<file path="src/rtl/axi4_lite_slave_regs.sv">
// AXI4-Lite subordinate with a bank of byte-strobed read/write registers and independent write/read paths.
// Optional AXI4_LITE_SLAVE_PROT_CHECK_EN: unprivileged (prot[0]=0) accesses to in-range registers get SLVERR.
module axi4_lite_slave_regs #(
    parameter int P_DATA_WIDTH = 32,
    parameter int P_ADDR_WIDTH = 8,
    parameter int P_NUM_REGS   = 16
) (
    input  logic                      clk,
    input  logic                      arst_n,
    input  logic                      awvalid,
    output logic                      awready,
    input  logic [P_ADDR_WIDTH-1:0]   awaddr,
    input  logic [2:0]                awprot,
    input  logic                      wvalid,
    output logic                      wready,
    input  logic [P_DATA_WIDTH-1:0]   wdata,
    input  logic [P_DATA_WIDTH/8-1:0] wstrb,
    output logic                      bvalid,
    input  logic                      bready,
    output logic [1:0]                bresp,
    input  logic                      arvalid,
    output logic                      arready,
    input  logic [P_ADDR_WIDTH-1:0]   araddr,
    input  logic [2:0]                arprot,
    output logic                      rvalid,
    input  logic                      rready,
    output logic [P_DATA_WIDTH-1:0]   rdata,
    output logic [1:0]                rresp
);
    localparam int STRB_W = P_DATA_WIDTH / 8;
    localparam int OFFS   = $clog2(STRB_W);
    localparam int IDX_W  = P_ADDR_WIDTH - OFFS;
    localparam logic [IDX_W:0] NUM_REGS_C = (IDX_W + 1)'(P_NUM_REGS);
    localparam logic [1:0] RESP_OKAY = 2'b00, RESP_SLVERR = 2'b10, RESP_DECERR = 2'b11;
    localparam logic [1:0] WR_IDLE = 2'd0, WR_HAVE_A = 2'd1, WR_HAVE_D = 2'd2, WR_RESP = 2'd3;
    localparam logic [0:0] RD_IDLE = 1'b0, RD_RESP = 1'b1;

    // Out-of-range decode outranks the privilege check.
    function automatic logic [1:0] resp_for(input logic [IDX_W-1:0] idx, input logic priv);
        logic [1:0] r;
        if ({1'b0, idx} >= NUM_REGS_C) r = RESP_DECERR;
        else if (!priv)                r = RESP_SLVERR;
        else                           r = RESP_OKAY;
        return r;
    endfunction

    logic [1:0]              wr_state_r, wr_nxt_s;
    logic                    awready_r, wready_r, bvalid_r;
    logic [1:0]              bresp_r, wr_resp_s;
    logic                    aw_hs_s, w_hs_s, commit_s;
    logic [IDX_W-1:0]        aw_idx_r, wr_idx_s;
    logic                    aw_priv_r, wr_priv_s, aw_priv_in_s, ar_priv_in_s;
    logic [P_DATA_WIDTH-1:0] wdata_r, wr_data_s;
    logic [STRB_W-1:0]       wstrb_r, wr_strb_s;
    logic [P_DATA_WIDTH-1:0] regs_r [P_NUM_REGS];
    logic [0:0]              rd_state_r, rd_nxt_s;
    logic                    arready_r, rvalid_r, ar_hs_s;
    logic [P_DATA_WIDTH-1:0] rdata_r, rd_word_s;
    logic [1:0]              rresp_r, rd_resp_s;
    logic [IDX_W-1:0]        rd_idx_s;
    logic                    unused_s;

`ifdef AXI4_LITE_SLAVE_PROT_CHECK_EN
    assign aw_priv_in_s = awprot[0];
    assign ar_priv_in_s = arprot[0];
    assign unused_s     = ^{awprot[2:1], arprot[2:1], awaddr[OFFS-1:0], araddr[OFFS-1:0]};
`else
    assign aw_priv_in_s = 1'b1;
    assign ar_priv_in_s = 1'b1;
    assign unused_s     = ^{awprot, arprot, awaddr[OFFS-1:0], araddr[OFFS-1:0]};
`endif

    // Write FSM next state; address/data come from the live bus when handshaking now, else from the latch.
    always_comb begin
        aw_hs_s  = awvalid & awready_r;
        w_hs_s   = wvalid & wready_r;
        wr_nxt_s = wr_state_r;
        case (wr_state_r)
            WR_IDLE: begin
                if (aw_hs_s && w_hs_s) wr_nxt_s = WR_RESP;
                else if (aw_hs_s)      wr_nxt_s = WR_HAVE_A;
                else if (w_hs_s)       wr_nxt_s = WR_HAVE_D;
                else                   wr_nxt_s = WR_IDLE;
            end
            WR_HAVE_A: wr_nxt_s = w_hs_s  ? WR_RESP : WR_HAVE_A;
            WR_HAVE_D: wr_nxt_s = aw_hs_s ? WR_RESP : WR_HAVE_D;
            WR_RESP:   wr_nxt_s = bready  ? WR_IDLE : WR_RESP;
            default:   wr_nxt_s = WR_IDLE;
        endcase
        commit_s  = (wr_nxt_s == WR_RESP) && (wr_state_r != WR_RESP);
        wr_idx_s  = aw_hs_s ? awaddr[P_ADDR_WIDTH-1:OFFS] : aw_idx_r;
        wr_priv_s = aw_hs_s ? aw_priv_in_s : aw_priv_r;
        wr_data_s = w_hs_s ? wdata : wdata_r;
        wr_strb_s = w_hs_s ? wstrb : wstrb_r;
        wr_resp_s = resp_for(wr_idx_s, wr_priv_s);
    end

    // Write control: readies and bvalid are registered from the next state.
    always_ff @(posedge clk or negedge arst_n) begin
        if (!arst_n) begin
            wr_state_r <= WR_IDLE;
            awready_r  <= 1'b0;
            wready_r   <= 1'b0;
            bvalid_r   <= 1'b0;
            bresp_r    <= RESP_OKAY;
            aw_idx_r   <= {IDX_W{1'b0}};
            aw_priv_r  <= 1'b0;
            wdata_r    <= {P_DATA_WIDTH{1'b0}};
            wstrb_r    <= {STRB_W{1'b0}};
        end else begin
            wr_state_r <= wr_nxt_s;
            awready_r  <= (wr_nxt_s == WR_IDLE) || (wr_nxt_s == WR_HAVE_D);
            wready_r   <= (wr_nxt_s == WR_IDLE) || (wr_nxt_s == WR_HAVE_A);
            bvalid_r   <= (wr_nxt_s == WR_RESP);
            if (aw_hs_s) begin
                aw_idx_r  <= awaddr[P_ADDR_WIDTH-1:OFFS];
                aw_priv_r <= aw_priv_in_s;
            end
            if (w_hs_s) begin
                wdata_r <= wdata;
                wstrb_r <= wstrb;
            end
            if (commit_s) bresp_r <= wr_resp_s;
        end
    end

    // Register bank: byte-lane update on the edge entering the response state.
    always_ff @(posedge clk or negedge arst_n) begin
        if (!arst_n) begin
            for (int i = 0; i < P_NUM_REGS; i++) regs_r[i] <= {P_DATA_WIDTH{1'b0}};
        end else begin
            for (int i = 0; i < P_NUM_REGS; i++)
                for (int b = 0; b < STRB_W; b++)
                    if (commit_s && (wr_resp_s == RESP_OKAY) && (wr_idx_s == IDX_W'(i)) && wr_strb_s[b])
                        regs_r[i][b*8 +: 8] <= wr_data_s[b*8 +: 8];
        end
    end

    // Read FSM next state and read-side decode.
    always_comb begin
        ar_hs_s   = arvalid & arready_r;
        rd_idx_s  = araddr[P_ADDR_WIDTH-1:OFFS];
        rd_resp_s = resp_for(rd_idx_s, ar_priv_in_s);
        rd_word_s = {P_DATA_WIDTH{1'b0}};
        for (int i = 0; i < P_NUM_REGS; i++)
            rd_word_s = (rd_idx_s == IDX_W'(i)) ? regs_r[i] : rd_word_s;
        case (rd_state_r)
            RD_IDLE: rd_nxt_s = ar_hs_s ? RD_RESP : RD_IDLE;
            RD_RESP: rd_nxt_s = rready  ? RD_IDLE : RD_RESP;
            default: rd_nxt_s = RD_IDLE;
        endcase
    end

    // Read control; data/response captured on the AR handshake edge and held until the next one.
    always_ff @(posedge clk or negedge arst_n) begin
        if (!arst_n) begin
            rd_state_r <= RD_IDLE;
            arready_r  <= 1'b0;
            rvalid_r   <= 1'b0;
            rdata_r    <= {P_DATA_WIDTH{1'b0}};
            rresp_r    <= RESP_OKAY;
        end else begin
            rd_state_r <= rd_nxt_s;
            arready_r  <= (rd_nxt_s == RD_IDLE);
            rvalid_r   <= (rd_nxt_s == RD_RESP);
            if (ar_hs_s) begin
                rdata_r <= (rd_resp_s == RESP_OKAY) ? rd_word_s : {P_DATA_WIDTH{1'b0}};
                rresp_r <= rd_resp_s;
            end
        end
    end

    assign awready = awready_r;
    assign wready  = wready_r;
    assign bvalid  = bvalid_r;
    assign bresp   = bresp_r;
    assign arready = arready_r;
    assign rvalid  = rvalid_r;
    assign rdata   = rdata_r;
    assign rresp   = rresp_r;
endmodule
</file>
<file path="config.mk">
export PLATFORM = sky130hd
export DESIGN_NAME = axi4_lite_slave_regs
export DESIGN_NICKNAME = d
export VERILOG_FILES = /design/src/rtl/axi4_lite_slave_regs.sv
export SDC_FILE = /design/constraint.sdc
export NUM_CORES = 1
export LEC_CHECK = 0
export CORE_ASPECT_RATIO = 0.6
export CORE_MARGIN = 10
export CORE_UTILIZATION = 40
export DETAILED_ROUTE_END_ITERATION = 10
export MAX_ROUTING_LAYER = met4
export SLEW_MARGIN = 20
export SYNTH_ARGS = -nofsm -noshare
export SYNTH_HDL_FRONTEND = slang
export SYNTH_SLANG_ARGS = --single-unit
</file>
<file path="constraint.sdc">
create_clock -name clk -period 2.5 [get_ports clk]
set_input_delay 0.5 -clock clk [delete_from_list [all_inputs] [get_ports clk]]
set_output_delay 0.5 -clock clk [all_outputs]
set_load 0.005 [all_outputs]
</file>
## Word level (Yosys, flattened, before mapping)

Index checks and enable logic that the tools add are counted.

- Register bits: 598
- Bits of input ports: 65
- Output and inout port bits: 41
- Word-level logic and storage cells: 246

- Magnitude comparators: 2
- Eq/ne operators: 37
- Mux-type cells: 34
- Bitwise gates (word level): 5
- Reductions and logical operators: 91

Operators with widths:

| operator | number |
|---|---|
| 32-bit two-way mux | 18 |
| 6-bit by 4-bit equality test with 1-bit output (second input constant) | 16 |
| 1-bit logical AND | 83 |
| 6-bit by 3-bit equality test with 1-bit output (second input constant) | 8 |
| 6-bit by 2-bit equality test with 1-bit output (second input constant) | 4 |
| 2-bit two-way mux | 8 |
| 6-bit by 1-bit equality test with 1-bit output (second input constant) | 2 |
| 6-bit by 5-bit >= comparator with 1-bit output (second input constant) | 2 |
| 6-bit logical NOT | 2 |
| 2-bit equality test (second input constant) | 4 |
| 2-bit logical NOT | 4 |
| 2-bit case mux with 4 select lines | 1 |
| 6-bit two-way mux | 1 |
| 2-bit by 1-bit equality test with 1-bit output (second input constant) | 2 |
| 1-bit two-way mux | 4 |
| 4-bit two-way mux | 1 |
| 1-bit AND | 3 |
| 1-bit logical OR | 2 |
| 2-bit != test (second input constant) | 1 |
| 1-bit inverter | 2 |
| 1-bit case mux with 2 select lines | 1 |

## Depth between registers and ports, before layout

Gate-level depths: netlist (run 1).

- Depth in word-level cells: 18
- Gate-level depth with buffers: 9
- Mapped depth without buffers: 6

## Worst setup path after synthesis (run 1)

OpenSTA, ideal clock, no wires.

- Path kind: input to register
- From: input port araddr[4]
- To: register rdata_r[18], in the netlist rdata[18]
- Setup time: 0.138 ns
- Data arrival time: 2.204 ns
- Data required time: 2.362 ns
- Slack: 0.158 ns
- Stages: 8
- Path through: clkbuf_1 or4b_2 clkbuf_1 buf_2 a211oi_1 nor3_1 a221oi_1 o21ai_0

- Cells in the longest elaborated chain, start to end: 18

RTL lines:

| what | line | RTL |
|---|---|---|
| from (decl) | 23 | `input logic [P_ADDR_WIDTH-1:0] araddr,` |
| 6-bit logical NOT | 146 | `rd_word_s = (rd_idx_s == IDX_W'(i)) ? regs_r[i] : rd_word_s;` |
| 32-bit two-way mux (16 in series) | 146 |  |
| 32-bit two-way mux * | 167 | `rdata_r <= (rd_resp_s == RESP_OKAY) ? rd_word_s : {P_DATA_WIDTH{1'b0}};` |
| to (signal assigned) | 160 | `rdata_r <= {P_DATA_WIDTH{1'b0}};` |
| to (signal assigned) | 167 |  |
| to (decl) | 58 | `logic [P_DATA_WIDTH-1:0] rdata_r, rd_word_s;` |

Mark *: on every way between the ends. The rest lies on a longest branch, timed or not.
A chain may end at the register's enable or synchronous reset.

## Final worst setup path (run 1)

- From: register awready_r, in the netlist awready
- To: register regs_r[433] (netlist name)

- Cells in the longest elaborated chain, start to end: 9

RTL lines:

| what | line | RTL |
|---|---|---|
| from (decl) | 48 | `logic awready_r, wready_r, bvalid_r;` |
| from (signal assigned) | 112 | `awready_r <= (wr_nxt_s == WR_IDLE) \|\| (wr_nxt_s == WR_HAVE_D);` |
| 1-bit AND * | 75 | `aw_hs_s = awvalid & awready_r;` |
| parallel branches: the longest is 6 deep, another holds 6-bit by 5-bit >= comparator with 1-bit output | n/a |  |
| 1-bit logical AND * (2 in series) | 134 | `if (commit_s && (wr_resp_s == RESP_OKAY) && (wr_idx_s == IDX_W'(i)) && wr_strb_s[b])` |
| to (signal, indexed assignment) | 135 | `regs_r[i][b*8 +: 8] <= wr_data_s[b*8 +: 8];` |
| to (decl) | 55 | `logic [P_DATA_WIDTH-1:0] regs_r [P_NUM_REGS];` |

Mark *: on every way between the ends.

==> summary.md, run 1 <==
| Metric | Value |
|---|---|
| CTS buffer count | `54` |
| Yosys reg bits | `597` |
| GRT Util Overall | `22.2%` |
| Detailed placer's ending HPWL | `62500 µm` |
| Cell count after synthesis | `2020` |
| RSZ-0062 raised after global routing | `true` |
| Initial core utilization | `40.2%` |
| IO Count | `106` |
| Share of the synthesized area in the top cell type | `54.8%` |
| Routability cong. | `0.921` |
| Avg WL per Cell | `26.8 µm` |
| DRT iter0 DRCs | `1829` |
| Total power | `31400 µW` |
| Vias in the first global route | `19658` |
| Fmax achieved | `0.396 GHz` |
| GRT overflow | `0` |
| Final Cycle Share | `101%` |
| Yosys warns | `0` |
| Clk_skew | `0.0183 ns` |
| Pins Over Slew Limit | `0` |
| WP data arrival | `3.03 ns` |
| Share of cells above drive strength 1 | `44.0%` |
| Pwr per Cell Area | `925 nW/µm²` |
| Clock-pin slew on the worst setup and hold paths | `0.07 ns` |
| Antenna Diode Count | `0` |
| Area Overhead vs Synth | `24.3%` |
| Peak supply drop | `0.598 mV` |
| Global-route wire length before repair | `131000 µm` |
| Vias | `19288` |
| Yosys cell types | `75` |
| Avg Cell Area, Syn | `13.5 µm²` |
| Clock tree sinks | `597` |
| IO Port Bufs | `95` |
| Filler cells | `5847` |
| Placed cell count | `3168` |
| Pre-antenna DRT Iters | `5` |
| Layout Cells excl Fill | `3271` |
| Largest net degree at the start of global routing | `78` |
| Chip width | `357 µm` |
| Async S/R FF share, synth | `100%` |
| Setup TNS | `-0.193 ns` |
| Die area | `79400 µm²` |
| DRC | `0` |
| R2R depth | `8` |
| Most used DFF post-synth | `dfrtp_1` |
| Hold crit path type | `in2async` |
| Status | `complete, but fails checks` |
| Leakage power | `0.0159 µW` |
| Cell Area, Synth | `27300 µm²` |
| CP Data Required Time | `3.01 ns` |
| Most frequent cells after synthesis | `597 x dfrtp_1, 554 x mux2_2, 100 x clkbuf_1` |
| Most frequent cell after synthesis | `dfrtp_1` |
| Max-cap viol count | `0` |
| Synth area leaders | `dfrtp_1 55%, mux2_2 23%, mux4_2 3.1%` |
| EDFF count, synth | `0` |
| CTS tree | `built` |
| Final setup viols | `14` |
| # Post-CTS Setup Buffers | `0` |
| Core Area | `67800 µm²` |
| Crit path setup slack, layout | `-0.0237 ns` |
| Synthesized net count | `2085` |
| Area leader, netlist | `dfrtp_1` |
| Failing checks | `negative setup slack` |
| Clk_lat worst skew | `0.63 ns` |
| CTS max path bufs | `3` |
| Die H | `222 µm` |
| Tightest Pin Transition | `0.544 ns` |
| Cell Rows | `74` |
| Max transition margin | `63.4%` |
| Htree depth | `2` |
| Drt total wl | `87500 µm` |
| Critical path fanouts, max | `8` |
| Vias/cell | `5.90` |
| Final hold violations | `0` |
| Post-route ant nets | `0` |
| Sequential share of the synthesized area | `54.8%` |
| Crit path kind | `reg2reg` |
| Nets | `2378` |
| Antenna violations before repair | `0` |
| Root Buffer | `clkbuf_16` |
| Critical path capture point type | `flip-flop` |
| Post-layout minimum cycle time | `2.52 ns` |
| Startpoint types | `flip-flop` |
-- final cells by class --
class / instances / area [µm²] / share of cell area [%]
flip-flops and latches: 597 / 14900 / 44.0
multi-input cells: 1278 / 11900 / 35.0
repair buffers: 371 / 3950 / 11.6
clock buffers: 75 / 1580 / 4.67
well taps: 912 / 1140 / 3.36
clock inverters: 27 / 395 / 1.17
inverters: 11 / 41.3 / 0.122
-- placed cells by master (no fill, tap or decap), types with 13 or more instances in the layout --
cell,instances
clkdlybuf4s50_1,91
clkbuf_16,57
mux2_1,13
o22ai_1,16
nor2_2,19
nand2_2,16
mux2_2,554
a211oi_1,17
buf_12,73
nand2_1,82
a32oi_1,16
a221o_1,14
nor3_1,20
a31oi_1,13
a22o_1,18
a22oi_1,32
mux4_2,37
clkinv_2,13
nand3_1,20
buf_4,201
o221ai_1,36
mux2i_1,46
o21ai_0,56
dfrtp_1,597
nor2_1,41
a21oi_1,51
-- sequential cells by signal, summed over array words and instances (netlist names) --
signal / count
regs_r: 512
arready: 1
aw_priv_r: 1
bvalid: 1
rdata: 32
wdata_r: 32
wready: 1
bresp: 2
wstrb_r: 4
aw_idx_r: 6
rvalid: 1
awready: 1
wr_state_r: 2
rresp: 1
-- critical path, cell delays in order, from the launching register on --
cell      delay, ns
dfrtp_1        0.44
a211o_1        0.34
a211oi_2       0.32
buf_4          0.21
nand4_1        0.20
buf_4          0.24
nor2_2         0.15
buf_12         0.16
mux2_2         0.33
-- cell families after synthesis --
group,share of synthesized area [%]
buffers and inverters,2.17
AO/OA/AOI/OAI,9.37
XOR/XNOR,0.0321
flip-flops,54.8
multiplexers,28.2
AND/OR/NAND/NOR,5.50
-- path summary, 6_finish.rpt --
check	start	endpoint	slack [ns]
hold reg to reg	regs_r[121]	regs_r[121]	0.49
setup reg to reg	awready	regs_r[433]	-0.02
min in group clk	rready	rvalid	0.46
hold / removal	arst_n	regs_r[481]	0.36
max in group asynchronous	arst_n	regs_r[387]	1.21
setup / recovery	awready	regs_r[433]	-0.02
-- report_power, final --
part	switching (µW)	internal, µW	leakage [µW]
clock	3830	5460	0.000971
combinational	4370	3740	0.00685
sequential	1480	12500	0.00813
total	9690	21700	0.0159
-- per-layer routing --
layer  wire (µm)  global-route usage [%]
met5           0                       -
met4        1510                    4.19
met3        7950                    5.74
met2       35900                    29.9
met1       42200                    33.3
-- stage by stage --
| step | hold slack (ns) | cell area (µm²) | util (%) | setup slack (ns) |
|---|---|---|---|---|
| global placement | 0.430 | 31800 | 47.0 | -0.823 |
| global route | 0.431 | 33900 | 50.0 | -0.0162 |
| detailed placement | 0.432 | 31800 | 47.0 | -0.772 |
| finish | 0.358 | 33900 | 50.0 | -0.0237 |
| floorplan | 0.204 | 27300 | - | 0.158 |
| CTS | 0.394 | 33900 | 50.0 | 0.00462 |
-- repair_timing --
action | CTS | global route
endpoints found under the setup margin | 235 | 110
hold buffers | 1 | 0
gates resized for setup | 8 | 10
hold endpoints to repair | 36 | 0
cloned | 0 | 0
pin swaps | 0 | 4
Note: power is estimated with default switching activity, not from simulation.
==> inputs of run 2 (changes only) <==
- CAP_MARGIN: unset -> 20
- CTS_CLUSTER_DIAMETER: unset -> 150
==> results of run 2 <==
Same layout as run 1: the final DEF is identical, and so are final timing and power.
==> inputs of run 3 (changes only) <==
- REMOVE_ABC_BUFFERS: unset -> 1
==> run 3 against run 2 <==
The run now ends clean. Critical path type is now in2reg. Setup slack better by 0.050 ns. Critical path depth is 1 higher. Hold slack better by 0.041 ns. Power decreased by 3.2%. Clock skew grew 0.0073 ns. First-iteration DRC count down 8.7%. Highest routed layer unchanged. Combinational power down 6.7%.
==> summary.md, run 3 (same netlist as run 1, synthesis figures left out) <==
| Metric | Value |
|---|---|
| Status | `finished clean` |
| Placed cell count | `3170 (+0.063%)` |
| Peak supply drop | `0.625 mV (+4.5%)` |
| Largest net degree at the start of global routing | `94 (+21%)` |
| Vias in the first global route | `19768 (+0.56%)` |
| Cell Rows | `74 (unchanged)` |
| Layout Cells excl Fill | `3271 (unchanged)` |
| IO Count | `106 (unchanged)` |
| Clk_skew | `0.0255 ns (+0.00725 ns)` |
| Clock tree sinks | `597 (unchanged)` |
| Pins Over Slew Limit | `0 (unchanged)` |
| IO Port Bufs | `95 (unchanged)` |
| Antenna Diode Count | `0 (unchanged)` |
| Pre-antenna DRT Iters | `9 (+4)` |
| CTS max path bufs | `3 (unchanged)` |
| Nets | `2381 (+0.13%)` |
| Drt total wl | `82400 µm (-5.9%)` |
| Core Util, Final | `49.9% (-0.11 points)` |
| Antenna violations before repair | `1 (+1)` |
| CTS tree | `built` |
| Hold crit path type | `in2async` |
| Leakage power | `0.0159 µW (-0.26%)` |
| Clk_lat worst skew | `0.62 ns (about the same)` |
| Fmax achieved | `0.404 GHz (+2.0%)` |
| DRC | `0 (unchanged)` |
| Die H | `222 µm (unchanged)` |
| Vias/cell | `5.85 (-0.77%)` |
| Root Buffer | `clkbuf_16` |
| Area Overhead vs Synth | `24.1%` |
| GRT overflow | `0 (unchanged)` |
| Critical path fanouts, max | `8 (unchanged)` |
| Worst setup slack after placement | `-0.595 ns (+0.178 ns)` |
| Commonest non-fill, non-tap cell in the layout | `dfrtp_1` |
| WP data arrival | `2.94 ns (-0.09 ns)` |
| Max transition margin | `62.4% (-1.0 points)` |
| Final setup viols | `0 (-14)` |
| Most frequent cells in the layout | `597 x dfrtp_1, 554 x mux2_2, 200 x buf_4` |
| Detailed placer's ending HPWL | `60000 µm (-4.1%)` |
| Chip width | `357 µm (unchanged)` |
| Pwr per Cell Area | `897 nW/µm² (-2.9%)` |
| Final hold violations | `0 (unchanged)` |
| Critical path capture point type | `flip-flop` |
| Core Area | `67800 µm² (unchanged)` |
| Clock-pin slew on the worst setup and hold paths | `0.06 ns (about the same)` |
| CTS buffer count | `55 (+1.9%)` |
| Die area | `79400 µm² (unchanged)` |
| Vias | `19140 (-0.77%)` |
| Share of cells above drive strength 1 | `43.7% (-0.34 points)` |
| Tightest Pin Transition | `0.560 ns (+0.0157 ns)` |
| Number of flip-flops in the largest register | `512 (unchanged)` |
| RSZ-0062 raised after global routing | `false` |
| Final Cycle Share | `98.9% (-2.0 points)` |
| Initial core utilization | `40.2% (unchanged)` |
| Crit path kind | `in2reg` |
| Crit path setup slack, layout | `0.0266 ns (+0.0503 ns)` |
| Startpoint types | `primary input` |
| Post-layout minimum cycle time | `2.47 ns (-0.0503 ns)` |
| Avg WL per Cell | `25.2 µm (-5.9%)` |
| CP Data Required Time | `2.96 ns (-0.05 ns)` |
| Setup TNS | `0 ns (+0.193 ns)` |
| DRT iter0 DRCs | `1670 (-8.7%)` |
| Most flops, register | `regs_r` |
| Post-route ant nets | `0 (unchanged)` |
| Routability cong. | `0.867 (-5.8%)` |
| Htree depth | `2 (unchanged)` |
| Hold_ws | `0.399 ns (+0.0407 ns)` |
| Max-cap viol count | `0 (unchanged)` |
| GRT Util Overall | `20.9% (-1.4 points)` |
| Global-route wire length before repair | `125000 µm (-4.8%)` |
## run 3: changes by cell type in the layout (fill, tap and decap cells not counted), moves of 2 or more
cell,change
clkbuf_1,+7
buf_12,+5
nand2_2,+5
nand2_4,-5
clkinv_2,-4
clkinvlp_4,-4
bufinv_16,-3
inv_6,+3
buf_6,-2
clkbuf_16,-2
dlymetal6s2s_1,+2
## run 3: final cells by class
cell class,instances,area (µm²)
multi-input cells,1278,11800
inverters,11,41.3
clock buffers,81,1570
well taps,912,1140
fillers,5878,33900
repair buffers,373,4030
flip-flops and latches,597,14900
clock inverters,19,282
## run 3: worst max-delay path, stage by stage
cell	delay [ns]
clkdlybuf4s50_1	0.52
buf_4	0.24
nor4bb_4	0.33
buf_4	0.23
nand2_1	0.16
buf_4	0.22
o221a_2	0.30
a222oi_1	0.26
o21ai_0	0.17
## run 3: metrics by stage
step / power, µW / cell area, µm²
2_1_floorplan: 18300 / 26700
3_3_place_gp: 21100 / 31900
3_5_place_dp: 21600 / 31900
4_1_cts: 30500 / 33800
5_1_grt: 31900 / 33800
6_report: 30400 / 33800
## run 3: path summary, 6_finish.rpt
check,start,endpoint,slack [ns],cells after the start
max reg2reg,awready,regs_r[153],0.08,7
max in group asynchronous,arst_n,regs_r[509],1.25,3
max,araddr[7],rdata[18],0.03,9
min in group clk,rready,rvalid,0.48,2
min reg2reg,regs_r[55],regs_r[55],0.49,1
min,arst_n,regs_r[279],0.40,2
## run 3: repair_timing
action / in CTS / in global routing
setup buffers: 0 / 0
hold buffers: 1 / 0
endpoints found under the hold margin: 23 / 0
setup endpoints to repair: 0 / 142
gates resized for setup: 0 / 10
## run 3: metal layers
metal  GRT usage (%)  vias up  routed length, µm
met2            29.4      698              35000
met3            4.16      100               6400
met1            30.8    10151              39500
li1                -     8191                  -
met4            4.01        0               1470
met5               -        -                  0
## run 3: power breakdown
group / switching [µW] / total (µW) / internal [µW]
combinational: 3880 / 7570 / 3700
clock: 3800 / 8880 / 5080
sequential: 1450 / 13900 / 12500
